**src/rtl/div_bcd_conv.sv**
```systemverilog
// Binary-to-BCD converter for a divider's quotient/remainder pair.
// Both operands use the shift-and-add-3 (double dabble) method, one bit per cycle.
module div_bcd_conv (
    input  logic        clk,
    input  logic        rst,
    input  logic        in_valid,
    output logic        in_ready,
    input  logic [7:0]  quotient,
    input  logic [7:0]  rem,
    output logic        out_valid,
    input  logic        out_ready,
    output logic [11:0] q_bcd,
    output logic [11:0] r_bcd,
    output logic        busy
);

    localparam logic [1:0] S_IDLE = 2'd0;
    localparam logic [1:0] S_CONV = 2'd1;
    localparam logic [1:0] S_HOLD = 2'd2;

    localparam logic [3:0] LAST_ITER = 4'd7;

    // Adds 3 to any BCD digit that would overflow past 9 after the next doubling.
    function automatic logic [3:0] digit_adj(input logic [3:0] dig);
        logic [3:0] res;
        res = dig;
        if (dig >= 4'd5) begin
            res = dig + 4'd3;
        end
        return res;
    endfunction

    // One double-dabble iteration on a {BCD[11:0], BIN[7:0]} register.
    function automatic logic [19:0] dd_step(input logic [19:0] sr);
        logic [19:0] adj;
        logic [19:0] res;
        adj        = sr;
        adj[19:16] = digit_adj(sr[19:16]);
        adj[15:12] = digit_adj(sr[15:12]);
        adj[11:8]  = digit_adj(sr[11:8]);
        res        = {adj[18:0], 1'b0};
        return res;
    endfunction

    logic [1:0]  state_q, state_d;
    logic [3:0]  cnt_q, cnt_d;
    logic [19:0] q_sr_q, q_sr_d;
    logic [19:0] r_sr_q, r_sr_d;
    logic [11:0] q_bcd_q, q_bcd_d;
    logic [11:0] r_bcd_q, r_bcd_d;

    logic [19:0] q_step;
    logic [19:0] r_step;

    always_comb begin
        q_step = dd_step(q_sr_q);
        r_step = dd_step(r_sr_q);
    end

    always_comb begin
        state_d = state_q;
        cnt_d   = cnt_q;
        q_sr_d  = q_sr_q;
        r_sr_d  = r_sr_q;
        q_bcd_d = q_bcd_q;
        r_bcd_d = r_bcd_q;

        case (state_q)
            S_IDLE: begin
                if (in_valid) begin
                    q_sr_d  = {12'd0, quotient};
                    r_sr_d  = {12'd0, rem};
                    cnt_d   = 4'd0;
                    state_d = S_CONV;
                end
            end
            S_CONV: begin
                q_sr_d = q_step;
                r_sr_d = r_step;
                cnt_d  = cnt_q + 4'd1;
                // The final shift's result goes straight to the output registers.
                if (cnt_q == LAST_ITER) begin
                    q_bcd_d = q_step[19:8];
                    r_bcd_d = r_step[19:8];
                    state_d = S_HOLD;
                end
            end
            S_HOLD: begin
                if (out_ready) begin
                    state_d = S_IDLE;
                end
            end
            default: begin
                state_d = S_IDLE;
            end
        endcase
    end

    always_ff @(posedge clk) begin
        if (rst) begin
            state_q <= S_IDLE;
            cnt_q   <= 4'd0;
            q_sr_q  <= 20'd0;
            r_sr_q  <= 20'd0;
            q_bcd_q <= 12'd0;
            r_bcd_q <= 12'd0;
        end else begin
            state_q <= state_d;
            cnt_q   <= cnt_d;
            q_sr_q  <= q_sr_d;
            r_sr_q  <= r_sr_d;
            q_bcd_q <= q_bcd_d;
            r_bcd_q <= r_bcd_d;
        end
    end

    assign in_ready  = (state_q == S_IDLE);
    assign busy      = (state_q == S_CONV);
    assign out_valid = (state_q == S_HOLD);
    assign q_bcd     = q_bcd_q;
    assign r_bcd     = r_bcd_q;

endmodule
```
**config.mk**
```make
export PLATFORM = sky130hd
export DESIGN_NAME = div_bcd_conv
export DESIGN_NICKNAME = d
export VERILOG_FILES = /design/src/rtl/div_bcd_conv.sv
export SDC_FILE = /design/constraint.sdc
export NUM_CORES = 1
export LEC_CHECK = 0
export BUFFER_PORTS_ARGS = -buffer_cell sky130_fd_sc_hd__buf_2
export CAP_MARGIN = 30
export CORE_ASPECT_RATIO = 1.4
export CORE_MARGIN = 5
export CORE_UTILIZATION = 49
export DETAILED_ROUTE_END_ITERATION = 6
export GPL_TIMING_DRIVEN = 0
export PLACE_DENSITY = 0.8
export SLEW_MARGIN = 20
export SYNTH_ARGS = -nofsm -noshare
export SYNTH_HDL_FRONTEND = slang
export SYNTH_SLANG_ARGS = --single-unit
```
**constraint.sdc**
```tcl
create_clock -name clk -period 1.67 [get_ports clk]
set_clock_uncertainty 0.05 [all_clocks]
set_input_delay 0.0835 -clock clk [delete_from_list [all_inputs] [get_ports clk]]
set_output_delay 0.0835 -clock clk [all_outputs]
set_load 0.02 [all_outputs]
```
# Yosys cells after proc, flatten, opt, wreduce, memory -nomap -nowiden
# Cells that the tools add are included.
dict set report totals {
  ff_bits 70
  latch_bits 0
  ramBits 0
  mem_bits_ro 0
  input_bits 20
  out_inout_bits 27
  wordCells 46
  memories 0
}
dict set report op_classes {
  n_addsub 7
  n_mul 0
  div_mod_pow 0
  magnitude_cmp 6
  n_eq_ne 6
  n_shift 0
  n_mux 16
  n_bitwise 0
  n_reduce_logical 5
}
# cell n
set op_table {}
lappend op_table {{20-bit case mux with 2 select lines} 2}
lappend op_table {{20-bit two-way mux} 2}
lappend op_table {{4-bit by 3-bit greater-or-equal comparator with 1-bit output (second input constant)} 6}
lappend op_table {{4-bit two-way mux} 5}
lappend op_table {{4-bit by 2-bit adder with 4-bit output (second input constant)} 4}
lappend op_table {{4-bit case mux with 2 select lines} 1}
lappend op_table {{3-bit by 2-bit adder with 3-bit output (second input constant)} 2}
lappend op_table {{2-bit two-way mux} 3}
lappend op_table {{3-bit two-way mux} 2}
lappend op_table {{2-bit case mux with 3 select lines} 1}
lappend op_table {{4-bit by 1-bit adder with 4-bit output (second input constant)} 1}
lappend op_table {{4-bit by 3-bit == test with 1-bit output (second input constant)} 1}
lappend op_table {{2-bit by 1-bit inequality test with 1-bit output (second input constant)} 2}
lappend op_table {{2-bit AND reduction} 2}
lappend op_table {{3-bit AND reduction} 1}
lappend op_table {{2-bit by 1-bit == test with 1-bit output (second input constant)} 1}
lappend op_table {{2-bit == test (second input constant)} 1}
lappend op_table {{2-bit zero test} 1}
lappend op_table {{2-bit inequality test (second input constant)} 1}
lappend op_table {{2-bit nonzero test} 1}

# Longest topological paths before layout
dict set report depth {
  depth_word 3
  depth_mapped 8
  mapped_depth_nobuf 6
}

# Worst setup path before layout
# OpenSTA, ideal clock, no wires.
dict set report synth_path {
  path_kind {register to register}
  from {register cnt_q[0]}
  to {register r_bcd_q[1], in the netlist r_bcd[1]}
  setup_ns 0.115
  arrival_time_ns 1.320
  t_required_ns 1.505
  slack_ns 0.184
  path_stages_with_launch 7
  path_buffers 2
  period_less_slack_ns 1.486
  path_cell_list {dfxtp_1 -> ha_1 -> and3b_1 -> and2_4 -> buf_6 -> buf_8 -> a31o_1}
}
dict set report synth_via {
  elab_chain_cells 2
}
# element line_no
set synth_rtl {}
lappend synth_rtl {{start, declared} 46} ;# logic [3:0] cnt_q, cnt_d;
lappend synth_rtl {{start signal, assigned} 109} ;# cnt_q <= cnt_d;
lappend synth_rtl {{4-bit by 3-bit == test with 1-bit output} 82} ;# if (cnt_q == LAST_ITER) begin
lappend synth_rtl {{2-bit AND reduction (no source line)} -}
lappend synth_rtl {{end signal, assigned} 113} ;# r_bcd_q <= r_bcd_d;
lappend synth_rtl {{end, declared} 50} ;# logic [11:0] r_bcd_q, r_bcd_d;
# No other way between the ends.
# A chain may end at the register's enable or synchronous reset.

# Worst setup path after layout
# Ends and elaborated chain as after synthesis.

==> out/qor.csv <==
metric;value;unit
run status;finished, final reports clean;
Post-Synth Simple-Gate Area;17.89;%
largest net degree at the start of global routing;12;
Adder-Cell Fraction of Synth Area;4.856;%
Clock Path Buffers;2;
reg2reg start;cnt_q[0]$_SDFFE_PP0P_;
CORE AREA;6613;sq um
Final Hold Violating Endpoints;0;
layout cells sized above 1;28.77;%
Worst Setup EP;r_bcd[1]$_SDFFE_PP0P_;
crit path cell chain;ha_1 > and3b_2 > and2_4 > buf_6 > buf_8 > a31o_1;
clock sinks;70;
CP Depth;6;
multiplexer area fraction after synthesis;1.009;%
Clk pin slew, worst setup/hold paths;0.08;ns
Synth Area in Compound Gates;26.11;%
fmax;621.9;MHz
Cell Rows;35;
First-pass DRT Iterations;4;
Rel. slew slack;57.19;%
WL per Instance;15.91;um
pwr dens;843.9;nW/um^2
hpwl dp;5805;um
Setup Buffers After CTS;0;
CTS root buffer;clkbuf_8;
commonest cells after routing, fill and taps aside;dfxtp_1, buf_2, nor2_1, a21oi_1, inv_1;
syn_area_per_cell;8.908;sq um
slew of the pin with the lowest slew margin;0.6421;ns
post-synthesis cell area;3349;sq um
worst hold slack;0.1019;ns
fillers;571;
Residual DRC;0;
FF+latch area;1405;sq um
synthesis warning total;0;
grt total ovfl;0;
XOR/XNOR share of the synthesized area;1.569;%
Static Leak;1.591;nW
critical path launch point type;flip-flop;
area of the multi-input gates;1777;sq um
CP Data Arrival Time;1.80;ns
nature of the critical path endpoint;flip-flop;
CTS tree;yes;
Data required, critical path;1.86;ns
CP Buf/Inv Count;2;
reg2reg setup slack;0.06;ns
Mapped Nets;409;
vias;2978;
largest family of logic cells by synthesized area;compound AO/OA/AOI/OAI gates;
post-route ant nets;0;
crit-path leading delay family;simple AND/OR/NAND/NOR gates;
reg2reg end;r_bcd[1]$_SDFFE_PP0P_;
fin crit share;96.28;%
Core Util, Final;59.94;%
starting DRC count in detailed routing;134;
Buffers on Ports;45;
n_diodes;0;
Via density;5.619;
GPL Wtd Cong;0.8541;
Critical path origin;cnt_q[0]$_SDFFE_PP0P_;
Die H;107.8;um
sequential cell area fraction in the yosys report;41.84;%
Final #Nets;467;
Top Ports;47;
library cells used by synthesis;41;
Clk Latency, worst-skew pair;0.35;ns
area grow syn2layout;18.34;%
kind of critical path;flip-flop to flip-flop;
H-tree depth;3;
Period minus WS final;1.608;ns
initial core utilization;50.65;%
worst vdd ir;0.4975;mV
max cap viols;0;
WL final;8431;um
synthesized instance count;376;
initial antenna violation count;0;
Slew Limit Fails;0;
HP Class;input port to flip-flop;
Num CTS Buffers;9;
Slowest-stage cell, CP;dfxtp_2;
final setup vio count;0;
CP peak stage delay;0.34;ns
GRT Total Usage;20.44;%
Seq cells post-synth;70;
first-pass GRT wire length;13760;um
vias in the first global route;2912;
cells on worst reg2reg path;6;
die width;79.88;um
CP Max Fanout;10;
full die area;8613;sq um
most common cell after layout, fill and taps aside;dfxtp_1;
where the power goes:
part	switching, W	internal [W]
clock	0.000614	0.000711
combinational	0.000170	0.000111
sequential	0.0000287	0.00171
Yosys cell counts, drive strengths merged:
| cell type | n | share of area (%) |
|---|---|---|
| nand3 | 8 | 1.3 |
| a22oi | 4 | 0.90 |
| nor3b | 10 | 2.2 |
| ha | 13 | 4.9 |
| o21ai | 11 | 1.6 |
| mux2 | 3 | 1.0 |
| or2 | 1 | 0.19 |
| a21o | 4 | 0.90 |
| and2 | 1 | 0.26 |
| dfxtp | 70 | 42 |
| xnor2 | 6 | 1.6 |
| nand3b | 2 | 0.45 |
| and3 | 2 | 0.37 |
| a211oi | 20 | 5.1 |
| nand2b | 9 | 1.9 |
| nor3 | 12 | 1.8 |
| nand2 | 12 | 1.3 |
| a2111oi | 3 | 0.78 |
| nor2 | 48 | 5.7 |
| o2bb2ai | 10 | 2.6 |
| and3b | 1 | 0.26 |
| o22ai | 6 | 1.1 |
| a21oi | 40 | 6.0 |
| nor2b | 11 | 2.1 |
| o221a | 11 | 3.7 |
| buf | 21 | 4.0 |
| a32oi | 1 | 0.26 |
| clkbuf | 6 | 0.67 |
| a22o | 6 | 1.6 |
| a31o | 6 | 1.6 |
| inv | 18 | 2.1 |
what timing repair did:
action / in CTS / in global routing
cloned: 0 / 0
gates resized for setup: 5 / 15
setup endpoints to repair: 9 / 18
pin swaps: 0 / 0
endpoints found under the hold margin: 2 / 0
hold buffers: 2 / 0
state kept, by name, indices dropped and copies added, names as in the netlist:
register	count
state_q	2
q_bcd	12
r_sr_q	20
r_bcd	12
cnt_q	4
q_sr_q	20
final cells by class:
| cell class | instances | share of cell area [%] |
|---|---|---|
| Timing Repair Buffer | 47 | 6.187 |
| Clock inverter | 5 | 1.263 |
| Inverter | 18 | 1.768 |
| Buffer | 27 | 4.135 |
| Tap cell | 92 | 2.904 |
| Clock buffer | 10 | 3.472 |
| Sequential cell | 70 | 35.45 |
| Multi-Input combinational cell | 261 | 44.82 |
tightest hold or removal path: cells and delay by family:
kind | cells | cell delay (ns)
compound gates | 2 | 0.17
simple gates | 2 | 0.12
buf+inv | 1 | 0.10
metrics by stage:
step | worst slack (ns) | cells | TNS [ns] | area, sq um | power [W]
after floorplan | 0.1845 | 376 | 0 | 3349 | 0.001960
final | 0.06212 | 530 | 0 | 3964 | 0.003345
after global routing | -0.02062 | 530 | -0.03232 | 3964 | 0.003469
after CTS | 0.001426 | 530 | 0 | 3914 | 0.003358
after global placement | -0.1661 | 513 | -0.6377 | 3690 | 0.002042
after detailed placement | -0.1842 | 513 | -0.7197 | 3690 | 0.002049
metal layers:
metal  vias to the layer above  GRT usage (%)  share of wire, %
met5                         -              0                 0
met4                         0          8.213               1.8
met3                        13          3.685               6.2
met2                        94          34.47                50
met1                      1403          25.51                42
li1                       1468              -                 -
logic make-up (layout without fill, tap and decap cells):
kind of cell	count (synthesis)	after routing
compound gates	122	122
xor+xnor	6	6
fa+ha+maj	13	13
mux	3	3
flops	70	70
buf+inv	45	107
simple gates	117	117
how the worst min path moves through the flow:
stage / start / endpoint / slack, ns / depth (start not counted)
after global placement: quotient[0] / q_sr_q[0]$_SDFFE_PP0P_ / 0.30 / 3
after floorplan: quotient[0] / q_sr_q[0]$_SDFFE_PP0P_ / 0.20 / 2
after CTS: rem[0] / r_sr_q[0]$_SDFFE_PP0P_ / 0.09 / 5
after global routing: rem[0] / r_sr_q[0]$_SDFFE_PP0P_ / 0.14 / 5
after detailed placement: quotient[0] / q_sr_q[0]$_SDFFE_PP0P_ / 0.32 / 3
final: rem[0] / r_sr_q[0]$_SDFFE_PP0P_ / 0.10 / 5
Power figures use the tool's default switching activity.
